==> config.mk <==
export PLATFORM = sky130hd
export DESIGN_NAME = mmu_seg_flat
export DESIGN_NICKNAME = d
export VERILOG_FILES = /design/src/rtl/mmu_pkg.sv /design/src/rtl/mmu_seg_if.sv /design/src/rtl/mmu_xlate.sv /design/src/rtl/mmu_seg.sv /design/src/flat_wrapper.sv
export SDC_FILE = /design/constraint.sdc
export NUM_CORES = 1
export LEC_CHECK = 0
export ABC_AREA = 1
export CAP_MARGIN = 20
export CORE_MARGIN = 2
export CORE_UTILIZATION = 35
export DETAILED_ROUTE_END_ITERATION = 6
export GPL_ROUTABILITY_DRIVEN = 0
export HOLD_SLACK_MARGIN = 0.12
export SYNTH_ARGS = -nofsm -noshare
export SYNTH_HDL_FRONTEND = slang
export SYNTH_SLANG_ARGS = --single-unit
export TNS_END_PERCENT = 30
==> constraint.sdc <==
create_clock -name clk -period 3.1 [get_ports clk]
set_input_delay 0.465 -clock clk [delete_from_list [all_inputs] [get_ports clk]]
set_output_delay 0.465 -clock clk [all_outputs]
set_load 0.005 [all_outputs]
==> src/rtl/mmu_pkg.sv <==
// Shared definitions for the segment MMU: configuration field codes,
// FSM state encoding, fault cause codes and mode constants.
package mmu_pkg;

   // Bound register selected by cfg_field
   localparam logic [1:0] FIELD_LOWER_IM = 2'd0;
   localparam logic [1:0] FIELD_UPPER_IM = 2'd1;
   localparam logic [1:0] FIELD_LOWER_DM = 2'd2;
   localparam logic [1:0] FIELD_UPPER_DM = 2'd3;

   // Protection state of the MMU
   typedef enum logic [1:0] {
      ST_KERNEL = 2'd0,
      ST_USER   = 2'd1,
      ST_FAULT  = 2'd2
   } state_t;

   // Reported fault cause; bit 0 is the instruction channel, bit 1 the data channel
   localparam logic [1:0] CAUSE_NONE = 2'b00;
   localparam logic [1:0] CAUSE_IM   = 2'b01;
   localparam logic [1:0] CAUSE_DM   = 2'b10;
   localparam logic [1:0] CAUSE_BOTH = 2'b11;

   // Value presented on the mode output
   localparam logic MODE_KERNEL = 1'b0;
   localparam logic MODE_USER   = 1'b1;

endpackage

==> src/rtl/mmu_seg_if.sv <==
// Bus between the processor side (master) and the segment MMU (slave).
// Carries bound-table configuration, selector load, mode requests, both
// translation channels and the fault report.
interface mmu_seg_if #(
   parameter int ADDR_W   = 26,
   parameter int DATA_W   = 32,
   parameter int NUM_SEGS = 16
) ();
   localparam int SEL_W = $clog2(NUM_SEGS);

   logic              cfg_we;
   logic [1:0]        cfg_field;
   logic [SEL_W-1:0]  cfg_sel;
   logic [DATA_W-1:0] cfg_data;
   logic              sel_we;
   logic [DATA_W-1:0] sel_in;
   logic              user_mode;
   logic              kernel_mode;
   logic              im_req;
   logic [ADDR_W-1:0] im_addr_in;
   logic              im_valid;
   logic [ADDR_W-1:0] im_addr_out;
   logic              dm_req;
   logic [ADDR_W-1:0] dm_addr_in;
   logic              dm_valid;
   logic [ADDR_W-1:0] dm_addr_out;
   logic              fault;
   logic [1:0]        fault_cause;
   logic [ADDR_W-1:0] fault_addr;
   logic              mode;

   modport master (
      output cfg_we, cfg_field, cfg_sel, cfg_data, sel_we, sel_in,
             user_mode, kernel_mode, im_req, im_addr_in, dm_req, dm_addr_in,
      input  im_valid, im_addr_out, dm_valid, dm_addr_out,
             fault, fault_cause, fault_addr, mode
   );

   modport slave (
      input  cfg_we, cfg_field, cfg_sel, cfg_data, sel_we, sel_in,
             user_mode, kernel_mode, im_req, im_addr_in, dm_req, dm_addr_in,
      output im_valid, im_addr_out, dm_valid, dm_addr_out,
             fault, fault_cause, fault_addr, mode
   );

endinterface

==> src/rtl/mmu_xlate.sv <==
// One translation channel of the segment MMU: relocation adder, bound
// comparison and the registered address/valid output.
// MMU_BOUNDS_CHECK_EN: when defined, the upper bound and carry checks are
// built and a violation flag is reported to the parent.
module mmu_xlate
   import mmu_pkg::*;
#(
   parameter int ADDR_W = 26
) (
   input  logic              clk,
   input  logic              rst_n,
   input  state_t            state,
   input  logic              req,
   input  logic [ADDR_W-1:0] addr_in,
   input  logic [ADDR_W:0]   lower,
`ifdef MMU_BOUNDS_CHECK_EN
   input  logic [ADDR_W-1:0] upper,
   output logic              violation,
`endif
   output logic              valid,
   output logic [ADDR_W-1:0] addr_out
);

   // Two extra bits so any overflow past the address space is visible,
   // including the case where lower itself has its top bit set.
   logic [ADDR_W+1:0] sum;
   logic              out_of_bounds;

   assign sum = {2'b00, addr_in} + {1'b0, lower};

`ifdef MMU_BOUNDS_CHECK_EN
   assign out_of_bounds = (sum[ADDR_W+1:ADDR_W] != 2'b00) || (sum[ADDR_W-1:0] > upper);
   assign violation     = req && (state == ST_USER) && out_of_bounds;
`else
   logic [1:0] sum_carry_unused;
   assign sum_carry_unused = sum[ADDR_W+1:ADDR_W];
   assign out_of_bounds    = 1'b0;
`endif

   // Register the translated address one cycle after the request is sampled
   always_ff @(posedge clk or negedge rst_n) begin
      if (!rst_n) begin
         valid    <= 1'b0;
         addr_out <= '0;
      end else begin
         case (state)
            ST_KERNEL: begin
               valid    <= req;
               addr_out <= addr_in;
            end
            ST_USER: begin
               if (req && !out_of_bounds) begin
                  valid    <= 1'b1;
                  addr_out <= sum[ADDR_W-1:0];
               end else begin
                  valid    <= 1'b0;
                  addr_out <= '0;
               end
            end
            default: begin
               valid    <= 1'b0;
               addr_out <= '0;
            end
         endcase
      end
   end

endmodule

==> src/rtl/mmu_seg.sv <==
// Segment MMU with per-process base/limit registers. Holds the bound
// table, the active segment selector, the kernel/user/fault state machine
// and the sticky fault report; translation is done by two mmu_xlate
// channels (instruction and data).
// MMU_BOUNDS_CHECK_EN: when defined, upper bounds are stored and checked
// and faults are raised; otherwise only relocation is applied in user mode.
module mmu_seg
   import mmu_pkg::*;
#(
   parameter int ADDR_W   = 26,
   parameter int DATA_W   = 32,
   parameter int NUM_SEGS = 16
) (
   input logic      clk,
   input logic      rst_n,
   mmu_seg_if.slave bus
);

   localparam int SEL_W = $clog2(NUM_SEGS);

   // Only the bound bits the adder and comparator consume are stored
   logic [ADDR_W:0]   lower_im [NUM_SEGS];
   logic [ADDR_W:0]   lower_dm [NUM_SEGS];
`ifdef MMU_BOUNDS_CHECK_EN
   logic [ADDR_W-1:0] upper_im [NUM_SEGS];
   logic [ADDR_W-1:0] upper_dm [NUM_SEGS];
`endif

   logic [SEL_W-1:0]  sel_q;
   state_t            state_q;
   state_t            state_d;
   logic              im_viol;
   logic              dm_viol;

   logic [DATA_W-ADDR_W-2:0] cfg_data_unused;
   assign cfg_data_unused = bus.cfg_data[DATA_W-1:ADDR_W+1];

   // Bound table writes, accepted in any mode
   always_ff @(posedge clk or negedge rst_n) begin
      if (!rst_n) begin
         for (int i = 0; i < NUM_SEGS; i++) begin
            lower_im[i] <= '0;
            lower_dm[i] <= '0;
`ifdef MMU_BOUNDS_CHECK_EN
            upper_im[i] <= '0;
            upper_dm[i] <= '0;
`endif
         end
      end else if (bus.cfg_we) begin
         case (bus.cfg_field)
            FIELD_LOWER_IM: lower_im[bus.cfg_sel] <= bus.cfg_data[ADDR_W:0];
            FIELD_LOWER_DM: lower_dm[bus.cfg_sel] <= bus.cfg_data[ADDR_W:0];
`ifdef MMU_BOUNDS_CHECK_EN
            FIELD_UPPER_IM: upper_im[bus.cfg_sel] <= bus.cfg_data[ADDR_W-1:0];
            FIELD_UPPER_DM: upper_dm[bus.cfg_sel] <= bus.cfg_data[ADDR_W-1:0];
`endif
            default: ;
         endcase
      end
   end

   // Active segment selector; out-of-range values are dropped
   always_ff @(posedge clk or negedge rst_n) begin
      if (!rst_n) begin
         sel_q <= '0;
      end else if (bus.sel_we && (bus.sel_in < DATA_W'(NUM_SEGS))) begin
         sel_q <= bus.sel_in[SEL_W-1:0];
      end
   end

   // State register of the protection FSM
   always_ff @(posedge clk or negedge rst_n) begin
      if (!rst_n) begin
         state_q <= ST_KERNEL;
      end else begin
         state_q <= state_d;
      end
   end

   // Next state: kernel_mode beats user_mode; a violation beats kernel_mode in USER
   always_comb begin
      state_d = state_q;
      case (state_q)
         ST_KERNEL: begin
            if (!bus.kernel_mode && bus.user_mode) begin
               state_d = ST_USER;
            end
         end
         ST_USER: begin
            if (im_viol || dm_viol) begin
               state_d = ST_FAULT;
            end else if (bus.kernel_mode) begin
               state_d = ST_KERNEL;
            end
         end
         ST_FAULT: begin
            if (bus.kernel_mode) begin
               state_d = ST_KERNEL;
            end
         end
         default: state_d = ST_KERNEL;
      endcase
   end

`ifdef MMU_BOUNDS_CHECK_EN
   logic              fault_q;
   logic [1:0]        cause_q;
   logic [ADDR_W-1:0] fault_addr_q;

   // Sticky fault report: latched on a violation, cleared when leaving FAULT
   always_ff @(posedge clk or negedge rst_n) begin
      if (!rst_n) begin
         fault_q      <= 1'b0;
         cause_q      <= CAUSE_NONE;
         fault_addr_q <= '0;
      end else if ((state_q == ST_FAULT) && bus.kernel_mode) begin
         fault_q      <= 1'b0;
         cause_q      <= CAUSE_NONE;
         fault_addr_q <= '0;
      end else if ((state_q == ST_USER) && (im_viol || dm_viol)) begin
         fault_q      <= 1'b1;
         cause_q      <= {dm_viol, im_viol};
         fault_addr_q <= im_viol ? bus.im_addr_in : bus.dm_addr_in;
      end
   end

   assign bus.fault       = fault_q;
   assign bus.fault_cause = cause_q;
   assign bus.fault_addr  = fault_addr_q;
`else
   assign im_viol         = 1'b0;
   assign dm_viol         = 1'b0;
   assign bus.fault       = 1'b0;
   assign bus.fault_cause = CAUSE_NONE;
   assign bus.fault_addr  = '0;
`endif

   assign bus.mode = (state_q == ST_USER) ? MODE_USER : MODE_KERNEL;

   mmu_xlate #(.ADDR_W(ADDR_W)) u_xlate_im (
      .clk       (clk),
      .rst_n     (rst_n),
      .state     (state_q),
      .req       (bus.im_req),
      .addr_in   (bus.im_addr_in),
      .lower     (lower_im[sel_q]),
`ifdef MMU_BOUNDS_CHECK_EN
      .upper     (upper_im[sel_q]),
      .violation (im_viol),
`endif
      .valid     (bus.im_valid),
      .addr_out  (bus.im_addr_out)
   );

   mmu_xlate #(.ADDR_W(ADDR_W)) u_xlate_dm (
      .clk       (clk),
      .rst_n     (rst_n),
      .state     (state_q),
      .req       (bus.dm_req),
      .addr_in   (bus.dm_addr_in),
      .lower     (lower_dm[sel_q]),
`ifdef MMU_BOUNDS_CHECK_EN
      .upper     (upper_dm[sel_q]),
      .violation (dm_viol),
`endif
      .valid     (bus.dm_valid),
      .addr_out  (bus.dm_addr_out)
   );

endmodule

==> src/flat_wrapper.sv <==
// flat-port wrapper written by rule: the top's interface ports become plain ports
module mmu_seg_flat import mmu_pkg::*;
#(
   parameter int ADDR_W   = 26,
   parameter int DATA_W   = 32,
   parameter int NUM_SEGS = 16
)
  (clk, rst_n, bus_cfg_we, bus_cfg_field, bus_cfg_sel, bus_cfg_data, bus_sel_we, bus_sel_in, bus_user_mode, bus_kernel_mode, bus_im_req, bus_im_addr_in, bus_dm_req, bus_dm_addr_in, bus_im_valid, bus_im_addr_out, bus_dm_valid, bus_dm_addr_out, bus_fault, bus_fault_cause, bus_fault_addr, bus_mode);
  mmu_seg_if #(.ADDR_W(ADDR_W), .DATA_W(DATA_W), .NUM_SEGS(NUM_SEGS)) bus_i ();
  input logic clk;
  input logic rst_n;
  input wire logic [$bits(bus_i.cfg_we)-1:0] bus_cfg_we;
  input wire logic [$bits(bus_i.cfg_field)-1:0] bus_cfg_field;
  input wire logic [$bits(bus_i.cfg_sel)-1:0] bus_cfg_sel;
  input wire logic [$bits(bus_i.cfg_data)-1:0] bus_cfg_data;
  input wire logic [$bits(bus_i.sel_we)-1:0] bus_sel_we;
  input wire logic [$bits(bus_i.sel_in)-1:0] bus_sel_in;
  input wire logic [$bits(bus_i.user_mode)-1:0] bus_user_mode;
  input wire logic [$bits(bus_i.kernel_mode)-1:0] bus_kernel_mode;
  input wire logic [$bits(bus_i.im_req)-1:0] bus_im_req;
  input wire logic [$bits(bus_i.im_addr_in)-1:0] bus_im_addr_in;
  input wire logic [$bits(bus_i.dm_req)-1:0] bus_dm_req;
  input wire logic [$bits(bus_i.dm_addr_in)-1:0] bus_dm_addr_in;
  output wire logic [$bits(bus_i.im_valid)-1:0] bus_im_valid;
  output wire logic [$bits(bus_i.im_addr_out)-1:0] bus_im_addr_out;
  output wire logic [$bits(bus_i.dm_valid)-1:0] bus_dm_valid;
  output wire logic [$bits(bus_i.dm_addr_out)-1:0] bus_dm_addr_out;
  output wire logic [$bits(bus_i.fault)-1:0] bus_fault;
  output wire logic [$bits(bus_i.fault_cause)-1:0] bus_fault_cause;
  output wire logic [$bits(bus_i.fault_addr)-1:0] bus_fault_addr;
  output wire logic [$bits(bus_i.mode)-1:0] bus_mode;
  assign bus_i.cfg_we = bus_cfg_we;
  assign bus_i.cfg_field = bus_cfg_field;
  assign bus_i.cfg_sel = bus_cfg_sel;
  assign bus_i.cfg_data = bus_cfg_data;
  assign bus_i.sel_we = bus_sel_we;
  assign bus_i.sel_in = bus_sel_in;
  assign bus_i.user_mode = bus_user_mode;
  assign bus_i.kernel_mode = bus_kernel_mode;
  assign bus_i.im_req = bus_im_req;
  assign bus_i.im_addr_in = bus_im_addr_in;
  assign bus_i.dm_req = bus_dm_req;
  assign bus_i.dm_addr_in = bus_dm_addr_in;
  assign bus_im_valid = bus_i.im_valid;
  assign bus_im_addr_out = bus_i.im_addr_out;
  assign bus_dm_valid = bus_i.dm_valid;
  assign bus_dm_addr_out = bus_i.dm_addr_out;
  assign bus_fault = bus_i.fault;
  assign bus_fault_cause = bus_i.fault_cause;
  assign bus_fault_addr = bus_i.fault_addr;
  assign bus_mode = bus_i.mode;
  mmu_seg #(.ADDR_W(ADDR_W), .DATA_W(DATA_W), .NUM_SEGS(NUM_SEGS)) u_core (.clk(clk), .rst_n(rst_n), .bus(bus_i));
endmodule
==> results of run 1 <==
## logic make-up after synthesis
| logic type | Yosys count |
|---|---|
| AOI/OAI and AO/OA | 1633 |
| adders and majority gates | 52 |
| buffers and inverters | 603 |
| DFF | 891 |
| other | 1 |
| and+or+nand+nor | 1946 |
## power by group through the flow
stage / Sequential (W) / Clock [W] / Combinational (W)
final: 0.0139 / 0.0115 / 0.00552
after floorplan: 0.0139 / 0 / 0.00282
after global placement: 0.0141 / 0 / 0.00478
after CTS: 0.0139 / 0.0117 / 0.00522
after global routing: 0.0141 / 0.0122 / 0.00621
after detailed placement: 0.0141 / 0 / 0.00489
## flip-flops by register name, summed over array words and instances, names as in the netlist
register                    flops
u_core.u_xlate_dm.valid         1
u_core.u_xlate_dm.addr_out     26
u_core.lower_im               416
u_core.lower_dm               416
u_core.sel_q                    4
u_core.u_xlate_im.valid         1
u_core.state_q                  1
u_core.u_xlate_im.addr_out     26
## metrics by stage
stage / total power, W / worst slack [ns] / TNS [ns] / area, um2
after detailed placement: 0.0190 / -0.332 / -7.88 / 47400
after floorplan: 0.0167 / 0.0626 / 0 / 42300
after CTS: 0.0308 / -0.100 / -0.852 / 51400
final: 0.0310 / -0.139 / -1.44 / 52100
after global routing: 0.0325 / -0.277 / -7.33 / 52100
after global placement: 0.0188 / -0.290 / -6.51 / 47400
## layer usage
layer	wire length [um]	up-vias
li1	-	17649
met1	63600	18092
met2	63100	1184
met3	9040	203
met4	2830	24
met5	140	-
## cell usage after synthesis
| master | n | area, um2 |
|---|---|---|
| nand2_1 | 1223 | 4590 |
| o21ai_0 | 1059 | 5300 |
| dfrtp_1 | 891 | 22300 |
| nor2_1 | 555 | 2080 |
| clkbuf_1 | 295 | 1110 |
| o21ai_1 | 178 | 891 |
| inv_1 | 149 | 559 |
| o221ai_1 | 144 | 1260 |
| nand3_1 | 121 | 606 |
| a21oi_1 | 113 | 566 |
| buf_2 | 92 | 460 |
| o211ai_1 | 59 | 443 |
| o22ai_1 | 58 | 363 |
| buf_4 | 50 | 375 |
| ha_1 | 50 | 626 |
| nand4_1 | 15 | 93.8 |
| nor3_1 | 10 | 50.1 |
| o21bai_1 | 10 | 75.1 |
| buf_6 | 8 | 90.1 |
| nor4_1 | 7 | 43.8 |
| a21o_1 | 4 | 30.0 |
| inv_2 | 4 | 15.0 |
| a32o_1 | 3 | 30.0 |
| or2_2 | 3 | 18.8 |
| a21boi_0 | 2 | 15.0 |
| a22o_1 | 2 | 17.5 |
| buf_1 | 2 | 7.51 |
| clkinv_1 | 2 | 7.51 |
| fa_1 | 2 | 40.0 |
| nand2_2 | 2 | 12.5 |
| nand3b_1 | 2 | 15.0 |
| or2_1 | 2 | 12.5 |
| a31oi_1 | 1 | 6.26 |
| and2_1 | 1 | 6.26 |
| and3_1 | 1 | 6.26 |
| conb_1 | 1 | 3.75 |
| inv_4 | 1 | 6.26 |
| nor2_4 | 1 | 11.3 |
| nor3_2 | 1 | 10.0 |
| nor3_4 | 1 | 16.3 |
| nor4_2 | 1 | 12.5 |
## cell type report
cell class,count,area [um2]
fill,11754,67700
sequential,891,22300
multi-input combinational,3660,18500
timing repair buffer,532,5530
clock buffer,120,2560
tap,1612,2020
inverter,156,607
clock inverter,47,552
timing repair inverter,2,27.5
## worst paths after layout
check / start / end / slack (ns) / cells after the start
hold reg to reg: u_core.lower_im[55] / u_core.lower_im[55] / 0.48 / 2
max in group asynchronous: rst_n / u_core.sel_q[3] / 1.62 / 3
setup / recovery: u_core.sel_q[0] / u_core.u_xlate_dm.addr_out[20] / -0.14 / 20
min in group asynchronous: rst_n / u_core.lower_im[248] / 0.29 / 2
hold / removal: bus_dm_req / u_core.u_xlate_dm.valid / 0.27 / 1
setup reg to reg: u_core.sel_q[0] / u_core.u_xlate_dm.addr_out[20] / -0.14 / 20
## critical path, stage by stage, from the launching register on
cell      delay, ns
dfrtp_4        0.58
buf_6          0.16
inv_8          0.08
buf_4          0.15
nor2_1         0.05
o221ai_1       0.18
o211ai_1       0.17
nand2_2        0.19
buf_4          0.13
inv_2          0.03
fa_2           0.33
inv_1          0.09
nand2_2        0.08
o21ai_4        0.19
buf_4          0.14
buf_4          0.09
nand4_1        0.15
nand3_1        0.13
nand2_1        0.05
nand3_1        0.06
nand2_1        0.08
## what timing repair did
action,in CTS,in global routing
gates cloned,7,4
pin swaps,39,68
gates resized for setup,144,164
hold buffers,1,0
setup endpoints to repair,43,45
setup buffers,5,11
hold endpoints to repair,265,0
==> flow_summary.json, run 1 <==
{
  "numCtsBuffers": 90,
  "fmax_mhz": 309,
  "std_cell_rows": 127,
  "fin_skew_ns": 0.0169,
  "grt_overflow": 0,
  "antenna_found_initial": 13,
  "synthXorXnorAreaFrac": 0,
  "post-route-period-util": 1.04,
  "period_minus_slack_ns": 3.24,
  "clkSinkCount": 891,
  "min_path_type": "input port to flop",
  "setup-violations-final": 25,
  "clkPwrFrac": 0.372,
  "synth_fa_ha_area_frac": 0.0158,
  "use_met1": 0.314,
  "synth_simple_gate_area_share": 0.180,
  "synth.ff_latch_count": 891,
  "dp_hpwl_um": 83700,
  "status": "finished, violations left",
  "grt_pass1_wl_um": 214000,
  "maxSlewViolCount": 0,
  "synth_compound_area_frac": 0.213,
  "endpoint_kind": "flop",
  "die_x_um": 351,
  "whs_ns": 0.269,
  "failed_checks": "setup timing",
  "antenna_cells": 0,
  "crit_type": "flop to flop",
  "dieArea_um2": 123000,
  "die_h_um": 351,
  "num_vias": 37152,
  "drtAntennaViolNets": 0,
  "vdd_ir_drop_max_mv": 0.396,
  "ys_seq_area_frac": 0.529,
  "rsz0062_at_grt": "yes",
  "grt_pass1_vias": 35849,
  "final_core_utilization": 0.435,
  "crit_arrival_ns": 3.78,
  "slew_headroom": 0.299,
  "synth.mux.area_fraction": 0,
  "met3_usage": 0.0322,
  "drtIter0Drc": 3528,
  "layout-drive-gt1-share": 0.140,
  "required_ns": 3.64,
  "grt_max_degree": 128,
  "postSynthAreaPerCell_um2": 8.23,
  "synth_top_family_by_area": "compound AO/OA/AOI/OAI gates",
  "initial_core_util": 0.352,
  "fin_nets": 5515,
  "place_inst": 6825,
  "maxCapViolCount": 0,
  "busiest_layer": "met2",
  "clk_latency_ns": 0.67,
  "synth.distinct_cells": 41,
  "cts_tree": "built",
  "syn_inst": 5126,
  "routedWlPerCell_um": 19.8,
  "io_pins": 214,
  "numPortBuffers": 178,
  "grt_use_met2": 0.357,
  "seq_power_share": 0.450,
  "mappedNetlistArea_um2": 42200,
  "drt_first_pass_iters": 5,
  "drc": 0,
  "h-tree-depth": 3,
  "setup_slack_ns": -0.139,
  "grt.total_usage": 0.222,
  "crit_path_start_kind": "flop",
  "swShare": 0.282,
  "power.net_switching_w": 0.00872,
  "intPower_w": 0.0222,
  "power_density_nw_per_um2": 594,
  "area_delta_synth_final_pct": 23.6,
  "hold_viol_final": 0,
  "combPwrFrac": 0.178,
  "synth_warnings": 0,
  "core_area_um2": 120000,
  "worst_pin_slew_ns": 1.05,
  "cts-root-buf": "clkbuf_16",
  "path_clk_slew_ns": 0.06,
  "worstPathMaxFanout": 7,
  "finalNonFillerCells": 7020,
  "p_leak_nw": 23.9,
  "wl_um": 139000,
  "final_common_cell": "nand2_1",
  "cts_buffer_depth": 3,
  "vias_per_cell": 5.29,
  "mostFrequentLayoutCells": "1128 x nand2_1, 1004 x o21ai_0, 887 x dfrtp_1"
}
No activity file was read; power rests on OpenSTA's default activity.
==> run 2: changes to the inputs <==
- MAX_ROUTING_LAYER: not set -> met4
==> run 2 against run 1 <==
Compared with the run above: critical path depth is the same; core utilization up 0.15 points; via count increased by 0.20%; global-route usage grew 0.68 points; sequential share of layout area is 0.14 points lower; final cell count rose by 0.20%; the flow still finishes with violations (setup timing); total power is 0.19% higher; critical path type unchanged.
==> flow_summary.json, run 2 (synthesis results as in run 1) <==
{
  "status": "finished, violations left",
  "failed_checks": "setup timing",
  "antenna_found_initial": 13,
  "combPwrFrac": 0.180,
  "num_vias": 37226,
  "maxCapViolCount": 0,
  "intPower_w": 0.0223,
  "period_minus_slack_ns": 3.23,
  "min_path_type": "input port to flop",
  "crit_type": "flop to flop",
  "grt_pass1_vias": 35800,
  "grt_overflow": 0,
  "post-route-period-util": 1.04,
  "setup_slack_ns": -0.126,
  "dp_hpwl_um": 83700,
  "die_h_um": 351,
  "worstReg2RegStart": "u_core.sel_q[0]",
  "cts-root-buf": "clkbuf_16",
  "place_inst": 6825,
  "vias_per_cell": 5.29,
  "core_area_um2": 120000,
  "worstPathMaxFanout": 7,
  "crit_arrival_ns": 3.76,
  "vdd_ir_drop_max_mv": 0.396,
  "fmax_mhz": 310,
  "numCtsBuffers": 90,
  "finalNonFillerCells": 7034,
  "swShare": 0.282,
  "p_leak_nw": 23.9,
  "worst_pin_slew_ns": 1.07,
  "reg_top3": "u_core.lower_dm x416, u_core.lower_im x416",
  "numPortBuffers": 178,
  "required_ns": 3.64,
  "layout-drive-gt1-share": 0.145,
  "final_common_cell": "nand2_1",
  "grt_max_degree": 128,
  "whs_ns": 0.268,
  "slew_headroom": 0.288,
  "r2r_setup_slack_ns": -0.13,
  "crit_path_start_kind": "flop",
  "h-tree-depth": 3,
  "fin_nets": 5517,
  "die_x_um": 351,
  "drtIter0Drc": 3588,
  "startpoint": "u_core.sel_q[0]",
  "mostFrequentLayoutCells": "1124 x nand2_1, 989 x o21ai_0, 887 x dfrtp_1",
  "fin_skew_ns": 0.0182,
  "drc": 0,
  "maxSlewViolCount": 0,
  "wl_um": 139000,
  "path_clk_slew_ns": 0.06,
  "cts_tree": "built",
  "clk_latency_ns": 0.67,
  "drt_first_pass_iters": 6,
  "power_density_nw_per_um2": 593,
  "clkSinkCount": 891,
  "initial_core_util": 0.352,
  "grt.total_usage": 0.229,
  "clkPwrFrac": 0.371,
  "std_cell_rows": 127,
  "power.net_switching_w": 0.00874,
  "setup-violations-final": 23,
  "final_core_utilization": 0.437,
  "hold_viol_final": 0,
  "dieArea_um2": 123000,
  "drtAntennaViolNets": 0,
  "routedWlPerCell_um": 19.7,
  "io_pins": 214,
  "worstHoldStart": "bus_dm_req",
  "cts_buffer_depth": 3,
  "rsz0062_at_grt": "yes",
  "grt_pass1_wl_um": 214000,
  "endpoint_kind": "flop",
  "area_delta_synth_final_pct": 24.0,
  "seq_power_share": 0.449
}
[run 2: cell types whose count changed in the layout (fill, tap and decap cells not counted), sizes merged]
cell    before  now
buf        347  350
clkbuf     124  123
diode        0   12
[run 2: worst max-delay path, stage by stage, from the launching register on]
cell and delay (ns):
dfrtp_4 0.57, buf_6 0.17, inv_8 0.08, buf_4 0.14, nor2_1 0.05, o221ai_1 0.18, o211ai_1 0.16, nand2_2 0.19
buf_4 0.14, inv_2 0.03, fa_2 0.33, inv_1 0.09, nand2_2 0.08, o21ai_4 0.18, buf_4 0.14, buf_4 0.09
nand4_1 0.15, nand3_1 0.13, nand2_1 0.05, nand3_1 0.06, nand2_1 0.08
[run 2: worst paths after layout]
| path | cells after the start | end |
|---|---|---|
| setup / recovery | 20 | u_core.u_xlate_dm.addr_out[20] |
| hold / removal | 1 | u_core.u_xlate_dm.valid |
| max in group asynchronous | 3 | u_core.sel_q[3] |
| min in group asynchronous | 2 | u_core.lower_im[248] |
| hold reg to reg | 2 | u_core.lower_dm[31] |
| setup reg to reg | 20 | u_core.u_xlate_dm.addr_out[20] |
[run 2: through the flow]
step / area, um2 / total power (W) / setup TNS (ns) / setup WS (ns)
after floorplan: 42300 / 0.0167 / 0 / 0.0626
after global placement: 47400 / 0.0188 / -6.51 / -0.290
after detailed placement: 47400 / 0.0190 / -7.88 / -0.332
after CTS: 51400 / 0.0308 / -0.852 / -0.100
after global routing: 52300 / 0.0325 / -6.56 / -0.279
final: 52300 / 0.0310 / -1.16 / -0.126
[run 2: power by group through the flow]
stage               clock network [W]  registers, W  logic, W
floorplan                           0        0.0139   0.00282
global route                   0.0122        0.0141   0.00628
CTS                            0.0117        0.0139   0.00522
finish                         0.0115        0.0139   0.00558
detailed placement                  0        0.0141   0.00489
global placement                    0        0.0141   0.00478
[run 2: final cells by class]
cell class                      instances  area (um2)
Multi-Input combinational cell       3660       18700
Antenna cell                           12        30.0
Clock buffer                          120        2560
Timing Repair Buffer                  534        5530
Timing Repair inverter                  2        27.5
Clock inverter                         47         552
Inverter                              156         607
Tap cell                             1612        2020
Fill cell                           11725       67500
Sequential cell                       891       22300
[run 2: repair_timing]
action                                  4_1_cts  5_1_grt
endpoints found under the hold margin       265        0
pin swaps                                    39       77
endpoints found under the setup margin       43       45
cloned                                        7        3
buffers inserted                              5       14
resized for setup                           144      213
hold buffers                                  1        0
[run 2: routing by layer]
layer,part of all wire,routed length [um],global-route usage,up-vias
met5,0,0,-,-
met4,0.019,2590,0.0558,0
met3,0.067,9350,0.0314,167
met2,0.46,63500,0.358,1234
met1,0.46,63100,0.315,18137
li1,-,-,-,17688
